## src/rtl/modulator_mc.sv

```systemverilog
`default_nettype none
// +----------------------------------------------------------------------------+
// | Module      : modulator_mc                                                 |
// | Description : Multi-channel sine PWM modulator. Each channel walks a       |
// |               shared 2^DEPTH_P-entry sine table and emits one PWM period   |
// |               of 2^WIDTH_P prescaled ticks per sample. Two run-time        |
// |               divisors per channel, switched only at sample boundaries.    |
// | Option      : define MODULATOR_PHASE_OFFSET_EN to add the phase_in port    |
// |               (per-channel start index); otherwise every channel starts    |
// |               at index 0.                                                  |
// | Revision    : 1.0 - initial multi-channel release                          |
// +----------------------------------------------------------------------------+
module modulator_mc #(
    parameter int CHANNELS_P = 2,
    parameter int DEPTH_P    = 8,
    parameter int WIDTH_P    = 12,
    parameter int DIV_W_P    = 32
) (
    input  logic                          clk_in,
    input  logic                          rst_n_in,
    input  logic [CHANNELS_P-1:0]         en_in,
    input  logic [CHANNELS_P-1:0]         sel_in,
    input  logic [CHANNELS_P*DIV_W_P-1:0] div_high_in,
    input  logic [CHANNELS_P*DIV_W_P-1:0] div_low_in,
`ifdef MODULATOR_PHASE_OFFSET_EN
    input  logic [CHANNELS_P*DEPTH_P-1:0] phase_in,
`endif
    output logic [CHANNELS_P-1:0]         pwm_out,
    output logic [CHANNELS_P-1:0]         sample_stb_out,
    output logic [CHANNELS_P-1:0]         period_stb_out
);

    localparam int  c_rom_depth = 2 ** DEPTH_P;
    localparam real c_pi        = 3.14159265358979323846;

    typedef enum logic [0:0] {
        ST_IDLE = 1'b0,
        ST_RUN  = 1'b1
    } state_t;

    // Sine table entry, evaluated at elaboration only. The Taylor series is
    // taken on an angle folded into [-pi, pi] so it converges quickly; the
    // tiny bias keeps entries that land exactly on .5 from rounding down
    // because of floating-point noise around sin(pi) and similar points.
    function automatic logic [WIDTH_P-1:0] f_sine_entry(input int k);
        real ang;
        real term;
        real s;
        real amp;
        real v;
        ang = 2.0 * c_pi * real'(k) / real'(c_rom_depth);
        if (ang > c_pi) begin
            ang = ang - 2.0 * c_pi;
        end
        term = ang;
        s    = ang;
        for (int n = 1; n < 20; n++) begin
            term = -term * ang * ang / real'((2 * n) * (2 * n + 1));
            s    = s + term;
        end
        amp = real'((2 ** WIDTH_P) - 1);
        v   = amp * (1.0 + s) / 2.0 + 0.5 + 1.0e-9;
        return WIDTH_P'($rtoi(v));
    endfunction

    logic [WIDTH_P-1:0] w_rom [c_rom_depth];

    for (genvar k = 0; k < c_rom_depth; k++) begin : g_rom
        localparam logic [WIDTH_P-1:0] c_entry = f_sine_entry(k);
        assign w_rom[k] = c_entry;
    end

    for (genvar ch = 0; ch < CHANNELS_P; ch++) begin : g_chan
        state_t               state_q;
        logic [DIV_W_P-1:0]   div_act_q;
        logic [DIV_W_P-1:0]   pre_cnt_q;
        logic [WIDTH_P-1:0]   pwm_cnt_q;
        logic [DEPTH_P-1:0]   idx_q;
        logic [WIDTH_P-1:0]   sample_q;
        logic                 pwm_q;
        logic                 sstb_pend_q;
        logic                 pstb_pend_q;
        logic                 sstb_q;
        logic                 pstb_q;

        logic [DIV_W_P-1:0]   div_sel_d;
        logic [DEPTH_P-1:0]   phase_d;
        logic [DEPTH_P-1:0]   idx_d;
        logic                 tick_d;
        logic                 bnd_d;

        assign div_sel_d = sel_in[ch] ? div_high_in[ch*DIV_W_P +: DIV_W_P]
                                      : div_low_in[ch*DIV_W_P +: DIV_W_P];
`ifdef MODULATOR_PHASE_OFFSET_EN
        assign phase_d   = phase_in[ch*DEPTH_P +: DEPTH_P];
`else
        assign phase_d   = '0;
`endif
        assign idx_d     = idx_q + DEPTH_P'(1);
        // A divisor of 0 or 1 ticks every cycle.
        assign tick_d    = (div_act_q <= DIV_W_P'(1)) ||
                           (pre_cnt_q >= div_act_q - DIV_W_P'(1));
        assign bnd_d     = tick_d && (pwm_cnt_q == {WIDTH_P{1'b1}});

        // Channel FSM with prescaler, PWM counter, sample stepping and
        // registered outputs. Strobes are held one extra cycle in *_pend_q so
        // they line up with the first pwm_out value of the new sample.
        always_ff @(posedge clk_in or negedge rst_n_in) begin
            if (!rst_n_in) begin
                state_q     <= ST_IDLE;
                div_act_q   <= '0;
                pre_cnt_q   <= '0;
                pwm_cnt_q   <= '0;
                idx_q       <= '0;
                sample_q    <= '0;
                pwm_q       <= 1'b0;
                sstb_pend_q <= 1'b0;
                pstb_pend_q <= 1'b0;
                sstb_q      <= 1'b0;
                pstb_q      <= 1'b0;
            end else begin
                case (state_q)
                    ST_IDLE: begin
                        pwm_q       <= 1'b0;
                        sstb_pend_q <= 1'b0;
                        pstb_pend_q <= 1'b0;
                        sstb_q      <= 1'b0;
                        pstb_q      <= 1'b0;
                        if (en_in[ch]) begin
                            div_act_q <= div_sel_d;
                            idx_q     <= phase_d;
                            sample_q  <= w_rom[phase_d];
                            pre_cnt_q <= '0;
                            pwm_cnt_q <= '0;
                            state_q   <= ST_RUN;
                        end
                    end
                    ST_RUN: begin
                        if (!en_in[ch]) begin
                            // Disable wins over a coinciding boundary.
                            state_q     <= ST_IDLE;
                            div_act_q   <= '0;
                            pre_cnt_q   <= '0;
                            pwm_cnt_q   <= '0;
                            idx_q       <= '0;
                            sample_q    <= '0;
                            pwm_q       <= 1'b0;
                            sstb_pend_q <= 1'b0;
                            pstb_pend_q <= 1'b0;
                            sstb_q      <= 1'b0;
                            pstb_q      <= 1'b0;
                        end else begin
                            pwm_q       <= (pwm_cnt_q < sample_q);
                            sstb_q      <= sstb_pend_q;
                            pstb_q      <= pstb_pend_q;
                            sstb_pend_q <= bnd_d;
                            pstb_pend_q <= bnd_d && (idx_d == '0);
                            if (tick_d) begin
                                pre_cnt_q <= '0;
                                pwm_cnt_q <= pwm_cnt_q + WIDTH_P'(1);
                            end else begin
                                pre_cnt_q <= pre_cnt_q + DIV_W_P'(1);
                            end
                            // Divisor/select changes are only picked up here.
                            if (bnd_d) begin
                                idx_q     <= idx_d;
                                sample_q  <= w_rom[idx_d];
                                div_act_q <= div_sel_d;
                            end
                        end
                    end
                    default: begin
                        state_q <= ST_IDLE;
                    end
                endcase
            end
        end

        assign pwm_out[ch]        = pwm_q;
        assign sample_stb_out[ch] = sstb_q;
        assign period_stb_out[ch] = pstb_q;
    end

endmodule
`default_nettype wire

```

## config.mk

```make
export PLATFORM = sky130hd
export DESIGN_NAME = modulator_mc
export DESIGN_NICKNAME = d
export VERILOG_FILES = /design/src/rtl/modulator_mc.sv
export SDC_FILE = /design/constraint.sdc
export NUM_CORES = 1
export LEC_CHECK = 0
export BUFFER_PORTS_ARGS = -buffer_cell sky130_fd_sc_hd__buf_2
export CORE_UTILIZATION = 25
export DETAILED_ROUTE_END_ITERATION = 12
export PLACE_DENSITY = 0.4
export SLEW_MARGIN = 20
export SYNTH_ARGS = -nofsm -noshare
export SYNTH_HDL_FRONTEND = slang
export SYNTH_SLANG_ARGS = --single-unit
```

## constraint.sdc

```tcl
create_clock -name clk_in -period 4.5 [get_ports clk_in]
set_clock_uncertainty 0.05 [all_clocks]
set_input_delay 0.675 -clock clk_in [delete_from_list [all_inputs] [get_ports clk_in]]
set_output_delay 0.675 -clock clk_in [all_outputs]
set_load 0.01 [all_outputs]
```

Yosys cells after proc, flatten, opt, wreduce, memory -nomap -nowiden
Memory sizes are Yosys's and may differ from the RTL's.
Cells that the tools add are included.
{"block": "totals", "regBits": 204, "rom_bits": 6144, "inputBits": 134, "out_inout_bits": 6, "wordCells": 132, "mem_count": 2}
{"memory": "(no name shown)", "words": 256, "width": 12, "read_ports": 1, "rd_ports_with_merged_regs": 0, "wr": 0, "line_no": "167", "text": "sample_q <= w_rom[idx_d];"}
{"memory": "(no name shown)", "words": 256, "width": 12, "read_ports": 1, "rd_ports_with_merged_regs": 0, "wr": 0, "line_no": "167"}
{"block": "classes", "n_addsub": 8, "order_cmp": 8, "n_eq_ne": 8, "n_mux": 68, "n_bitwise": 4, "reduce_logical": 12}
{"operator": "2-to-1 mux 32 bit", "count": 14}
{"operator": "case mux 32 bit (2 select lines)", "count": 4}
{"operator": "2-to-1 mux 12 bit", "count": 16}
{"operator": "case mux 12 bit (2 select lines)", "count": 4}
{"operator": "adder 32 x 1 -> 32 bit (second input constant)", "count": 2}
{"operator": "greater-or-equal comparator 32 bit", "count": 2}
{"operator": "less-or-equal comparator 32 x 1 -> 1 bit (second input constant)", "count": 2}
{"operator": "subtractor 32 x 1 -> 32 bit (second input constant)", "count": 2}
{"operator": "2-to-1 mux 8 bit", "count": 6}
{"operator": "case mux 8 bit (2 select lines)", "count": 2}
{"operator": "adder 12 x 1 -> 12 bit (second input constant)", "count": 2}
{"operator": "== test 12 bit (second input constant)", "count": 2}
{"operator": "less-than comparator 12 bit", "count": 2}
{"operator": "case mux 1 bit (2 select lines)", "count": 10}
{"operator": "greater-or-equal comparator 9 bit (second input constant)", "count": 2}
{"operator": "inverter 8 -> 9 bit", "count": 2}
{"operator": "adder 8 x 1 -> 8 bit (second input constant)", "count": 2}
{"operator": "logical NOT 8 bit", "count": 2}
{"operator": "2-to-1 mux 1 bit", "count": 12}
{"operator": "inequality test 3 x 2 -> 1 bit (second input constant)", "count": 4}
{"operator": "AND reduction 2 bit", "count": 4}
{"operator": "logical AND 1 bit", "count": 4}
{"operator": "inequality test 2 bit (second input constant)", "count": 2}
{"operator": "logical OR 1 bit", "count": 2}
{"operator": "inverter 1 bit", "count": 2}

Logic depth before layout (Yosys ltp)
{"block": "logic_depth", "word_depth": 8, "mapped_depth": 20, "ltp_nobuf": 18}

Worst setup path before layout
Ideal clock, no wire load.
{"block": "synth_timing", "kind": "reg2reg", "startpoint": "register g_chan[1].div_act_q[10]", "endpoint": "register g_chan[1].div_act_q[22]", "setup_time_ns": 0.135, "arrival_ns": 4.343, "required_time_ns": 4.315, "setup_slack_ns": -0.027, "path_stages_with_launch": 18, "path_buffers": 3, "synth_period_minus_slack_ns": 4.527, "cell_sequence": "dfrtp_1 -> or4_1 -> nor3_1 -> nand3_1 -> or3_1 -> nor3_1 -> and3b_1 -> xnor2_1 -> ha_1 -> nand4_1 -> nor4b_1 -> o21ai_0 -> clkbuf_1 -> a21o_1 -> buf_2 -> buf_2 -> a31oi_1 -> o31ai_1"}
{"block": "synth_via", "elab_chain_len": 6, "word_cells_on_any_way": 7, "cone_classes": "1 x add/sub; 2 x order compare; 1 x eq/ne; 3 x reduce/logical"}
{"item": "start, declared", "line_no": "75", "text": "logic [DIV_W_P-1:0] div_act_q;"}
{"item": "start signal, assigned", "line_no": "130", "text": "div_act_q <= div_sel_d;"}
{"item": "start signal, assigned", "line_no": "168", "text": "div_act_q <= div_sel_d;"}
{"item": "subtractor 32 x 1 -> 32 bit", "line_no": "102", "text": "(pre_cnt_q >= div_act_q - DIV_W_P'(1));"}
{"item": "greater-or-equal comparator 32 bit", "line_no": "102"}
{"item": "logical OR 1 bit (*)", "line_no": "101", "text": "assign tick_d = (div_act_q <= DIV_W_P'(1)) ||"}
{"item": "logical AND 1 bit (*)", "line_no": "103", "text": "assign bnd_d = tick_d && (pwm_cnt_q == {WIDTH_P{1'b1}});"}
{"item": "inequality test 3 x 2 -> 1 bit (no source line) (*)"}
{"item": "AND reduction 2 bit (no source line) (*)"}
Every way passes the cells marked *; elsewhere a longest branch is shown, timed or not.
A chain may end at the register's enable or synchronous reset.

Worst setup path after layout
{"block": "layout_timing", "startpoint": "register g_chan[0].div_act_q[4]", "endpoint": "register g_chan[0].div_act_q[22]"}
{"block": "layout_via", "elab_chain_len": 6, "word_cells_on_any_way": 7, "cone_classes": "1 x add/sub; 2 x order compare; 1 x eq/ne; 3 x reduce/logical"}
{"item": "start, declared", "line_no": "75"}
{"item": "start signal, assigned", "line_no": "130"}
{"item": "start signal, assigned", "line_no": "168"}
{"item": "subtractor 32 x 1 -> 32 bit", "line_no": "102"}
{"item": "greater-or-equal comparator 32 bit", "line_no": "102"}
{"item": "logical OR 1 bit (*)", "line_no": "101"}
{"item": "logical AND 1 bit (*)", "line_no": "103"}
{"item": "inequality test 3 x 2 -> 1 bit (no source line) (*)"}
{"item": "AND reduction 2 bit (no source line) (*)"}
Marked as above.

==> impl_metrics.env <==
export IMPL_syn_area_mm2=0.02137
export IMPL_status="finished clean"
export IMPL_cp_top_family="compound AO/OA/AOI/OAI gates"
export IMPL_yosys_warnings=0
export IMPL_place_congestion=0.9497
export IMPL_ff2ff_path_depth=18
export IMPL_die_y_um=294.4
export IMPL_worstPathCellList="or4_4 > nor3_4 > buf_4 > nand3_2 > buf_4 > nor3_1 > xnor2_1 > ha_1 > a21o_1 > a21oi_2 > o221ai_2 > a211o_2 > a31o_4 > and2_4 > o21ai_4 > buf_6 > buf_12 > mux2_2"
export IMPL_synthCells=2818
export IMPL_vias=23240
export IMPL_crit_type="flip-flop to flip-flop"
export IMPL_numPortBuffers=139
export IMPL_path_buf_inv=4
export IMPL_final_hold_viol_count=0
export IMPL_required_ns=4.89
export IMPL_viasPerCell=5.725
export IMPL_async_flop_share=1.000
export IMPL_stdcell_area_mm2=0.02540
export IMPL_period_minus_slack_ns=4.293
export IMPL_worstPathArrival_ns=4.68
export IMPL_post_dp_cell_area_mm2=0.02390
export IMPL_layout_drive_gt1_share=0.1666
export IMPL_utilization=0.3021
export IMPL_p_leak_nw=10.49
export IMPL_ys_flop_type="dfrtp_1"
export IMPL_preCtsSetupSlack_ns=-0.08354
export IMPL_initial_utilization=0.2541
export IMPL_synth_edf_count=0
export IMPL_synth_cell_type_count=90
export IMPL_critPathCaptureType="flip-flop"
export IMPL_core_area_mm2=0.08409
export IMPL_grt_max_degree=91
export IMPL_ctsHoldBuffers=0
export IMPL_clock_sinks=204
export IMPL_antenna_left=0
export IMPL_grt_ovfl_total=0
export IMPL_io_pins=140
export IMPL_grtUsageTotal=0.2019
export IMPL_cts_buffers=29
export IMPL_grt_pass1_vias=22160
export IMPL_hold_class="primary input to asynchronous set/reset pin"
export IMPL_vdd_ir_drop_max_v=0.0002622
export IMPL_tritoncts="built"
export IMPL_powerDensity_mw_per_mm2=208.7
export IMPL_placed_cells=3986
export IMPL_cts_max_level=1
export IMPL_wire_per_inst_um=22.36
export IMPL_finalHoldWorstSlack_ns=0.06911
export IMPL_dieWidth_um=294.4
export IMPL_critPathMaxFanout=7
export IMPL_ys_seq_area_frac=0.2389
export IMPL_worst_slew_pin_slew_ns=1.073
export IMPL_drt_first_pass_iters=6
export IMPL_maxSlewHeadroom=0.2847
export IMPL_antenna_found_initial=1
export IMPL_nNetsFinal=3160
export IMPL_drc=0
export IMPL_cp_start_kind="flip-flop"
export IMPL_max_freq_mhz=232.9
export IMPL_grt_pass1_wl_um=138200
export IMPL_drt_iter0_drc=2295
export IMPL_die_area_mm2=0.08664
export IMPL_fin_cells=4059
export IMPL_wl_um=90770
export IMPL_drv_cap=0
export IMPL_slew_viol_final=0
export IMPL_area_growth_syn_to_layout_pct=18.88
export IMPL_finalWorstSetupSlack_ns=0.2068
export IMPL_placementRows=106
export IMPL_slowest_delay_ns=0.56
export IMPL_hpwl_um=64470
export IMPL_syn_avg_cell_area_um2=7.583
export IMPL_clk_path_buf_depth=3
export IMPL_slowest_stage="or4_4"
export IMPL_synth_nets=3076
export IMPL_clockRootBuffer="clkbuf_16"
export IMPL_ys_ff_latch=204
export IMPL_cpMostUsedCell="buf_4"
export IMPL_worst_path_stages=18
export IMPL_clk_pin_slew_ns=0.06
export IMPL_clk_latency_ns=0.56
export IMPL_fin_crit_sh=0.9540
export IMPL_setup_viol=0
## metrics by stage
stage                     power, mW   TNS [ns]
after floorplan               2.541          0
after global placement        2.858    -0.6886
after detailed placement      2.881     -1.424
after CTS                     5.376          0
after global routing          5.569  -0.003160
final                         5.302          0
## cells in the mapped netlist (22+ instances only)
library cell / number / area [µm²]
a21oi_1: 205 / 1026
nor4_1: 36 / 225.2
nor2_1: 243 / 912.1
nor2b_1: 22 / 137.6
a211oi_1: 71 / 533.0
nand2b_1: 31 / 193.9
mux2_2: 24 / 270.3
buf_2: 31 / 155.2
a31oi_1: 76 / 475.5
o22ai_1: 32 / 200.2
a221oi_1: 24 / 210.2
dfrtp_1: 204 / 5105
o31ai_1: 57 / 427.9
or3_1: 25 / 156.4
ha_1: 124 / 1551
and3_1: 47 / 294.0
mux2i_1: 79 / 790.8
xnor2_1: 70 / 613.1
inv_1: 68 / 255.2
nand3_1: 89 / 445.4
o211ai_1: 43 / 322.8
nand4_1: 37 / 231.5
clkbuf_1: 174 / 653.1
nand2_1: 277 / 1040
buf_1: 36 / 135.1
o21ai_0: 218 / 1091
a21o_1: 46 / 345.3
nor3_1: 71 / 355.3
## worst reg2reg max path, delay by kind of cell (launching register included)
family | cells | cell delay (ns)
adder cells (fa/ha/maj) | 1 | 0.27
AO/OA/AOI/OAI | 6 | 1.17
flip-flops | 1 | 0.38
XOR/XNOR | 1 | 0.16
AND/OR/NAND/NOR | 5 | 1.16
multiplexers | 1 | 0.34
buffers and inverters | 4 | 0.64
## where the power goes
part / switching [mW] / internal [mW] / leakage [nW]
clock: 0.901 / 1.51 / 0.499
sequential: 0.129 / 1.92 / 2.74
combinational: 0.458 / 0.388 / 7.26
## final cells by class
class / count / area (µm²)
Fill cell: 9093 / 58680
Multi-Input combinational cell: 2289 / 15300
Sequential cell: 204 / 5106
Timing Repair Buffer: 308 / 2308
Tap cell: 1134 / 1419
Clock buffer: 45 / 885.9
Inverter: 70 / 262.8
Clock inverter: 8 / 118.9
Antenna cell: 1 / 2.502
## final timing paths
path | slack (ns) | end | startpoint
min reg2reg | 0.43 | g_chan[0].sstb_q$_DFF_PN0_ | g_chan[0].sstb_pend_q$_DFF_PN0_
max reg2reg | 0.21 | g_chan[0].div_act_q[22]$_DFFE_PN0P_ | g_chan[0].div_act_q[4]$_DFFE_PN0P_
min | 0.07 | g_chan[0].pstb_q$_DFF_PN0_ | rst_n_in
min in group clk_in | 0.30 | g_chan[0].state_q$_DFF_PN0_ | en_in[0]
max | 0.21 | g_chan[0].div_act_q[22]$_DFFE_PN0P_ | g_chan[0].div_act_q[4]$_DFFE_PN0P_
max in group asynchronous | 3.28 | g_chan[1].pstb_pend_q$_DFF_PN0_ | rst_n_in
## state kept, by name (all words and copies together), names as in the netlist
signal and cells:
g_chan.sstb_q 2, g_chan.div_act_q 64, g_chan.pstb_q 2, g_chan.state_q 2, g_chan.sample_q 24, g_chan.pwm_cnt_q 24
g_chan.sstb_pend_q 2, g_chan.pstb_pend_q 2, g_chan.pre_cnt_q 64, g_chan.pwm_q 2, g_chan.idx_q 16
## layer usage
metal | GRT usage | routed length [µm] | up-vias
met1 | 0.2894 | 42050 | 11340
li1 | - | - | 10790
met2 | 0.3145 | 40070 | 958
met4 | 0.05818 | 2653 | 0
met3 | 0.02466 | 5990 | 148
met5 | 0 | 0 | -
## cell usage in the layout, fill, tap and decap left out, types with 55 or more instances in the layout
cell      count
nor3_1       63
buf_4       141
o31ai_1      55
a211oi_1     71
ha_1        122
a31oi_1      74
mux2i_1      79
dfrtp_1     203
inv_1        68
nand2_1     275
xnor2_1      61
buf_2       138
nor2_1      237
nand3_1      87
o21ai_0     216
a21oi_1     203
## cell families after synthesis
kind of cell / after synthesis / share of synthesized area
compound gates: 995 / 0.3100
flops: 204 / 0.2389
mux: 125 / 0.06634
buf+inv: 325 / 0.06213
simple gates: 954 / 0.2124
xor+xnor: 91 / 0.03765
fa+ha+maj: 124 / 0.07261
## repair_timing
item	in CTS	in global routing
pin swaps	7	24
setup buffers	7	7
gates resized for setup	19	38
setup endpoints to repair	60	145
cloned	2	5
Power figures use the tool's default switching activity.
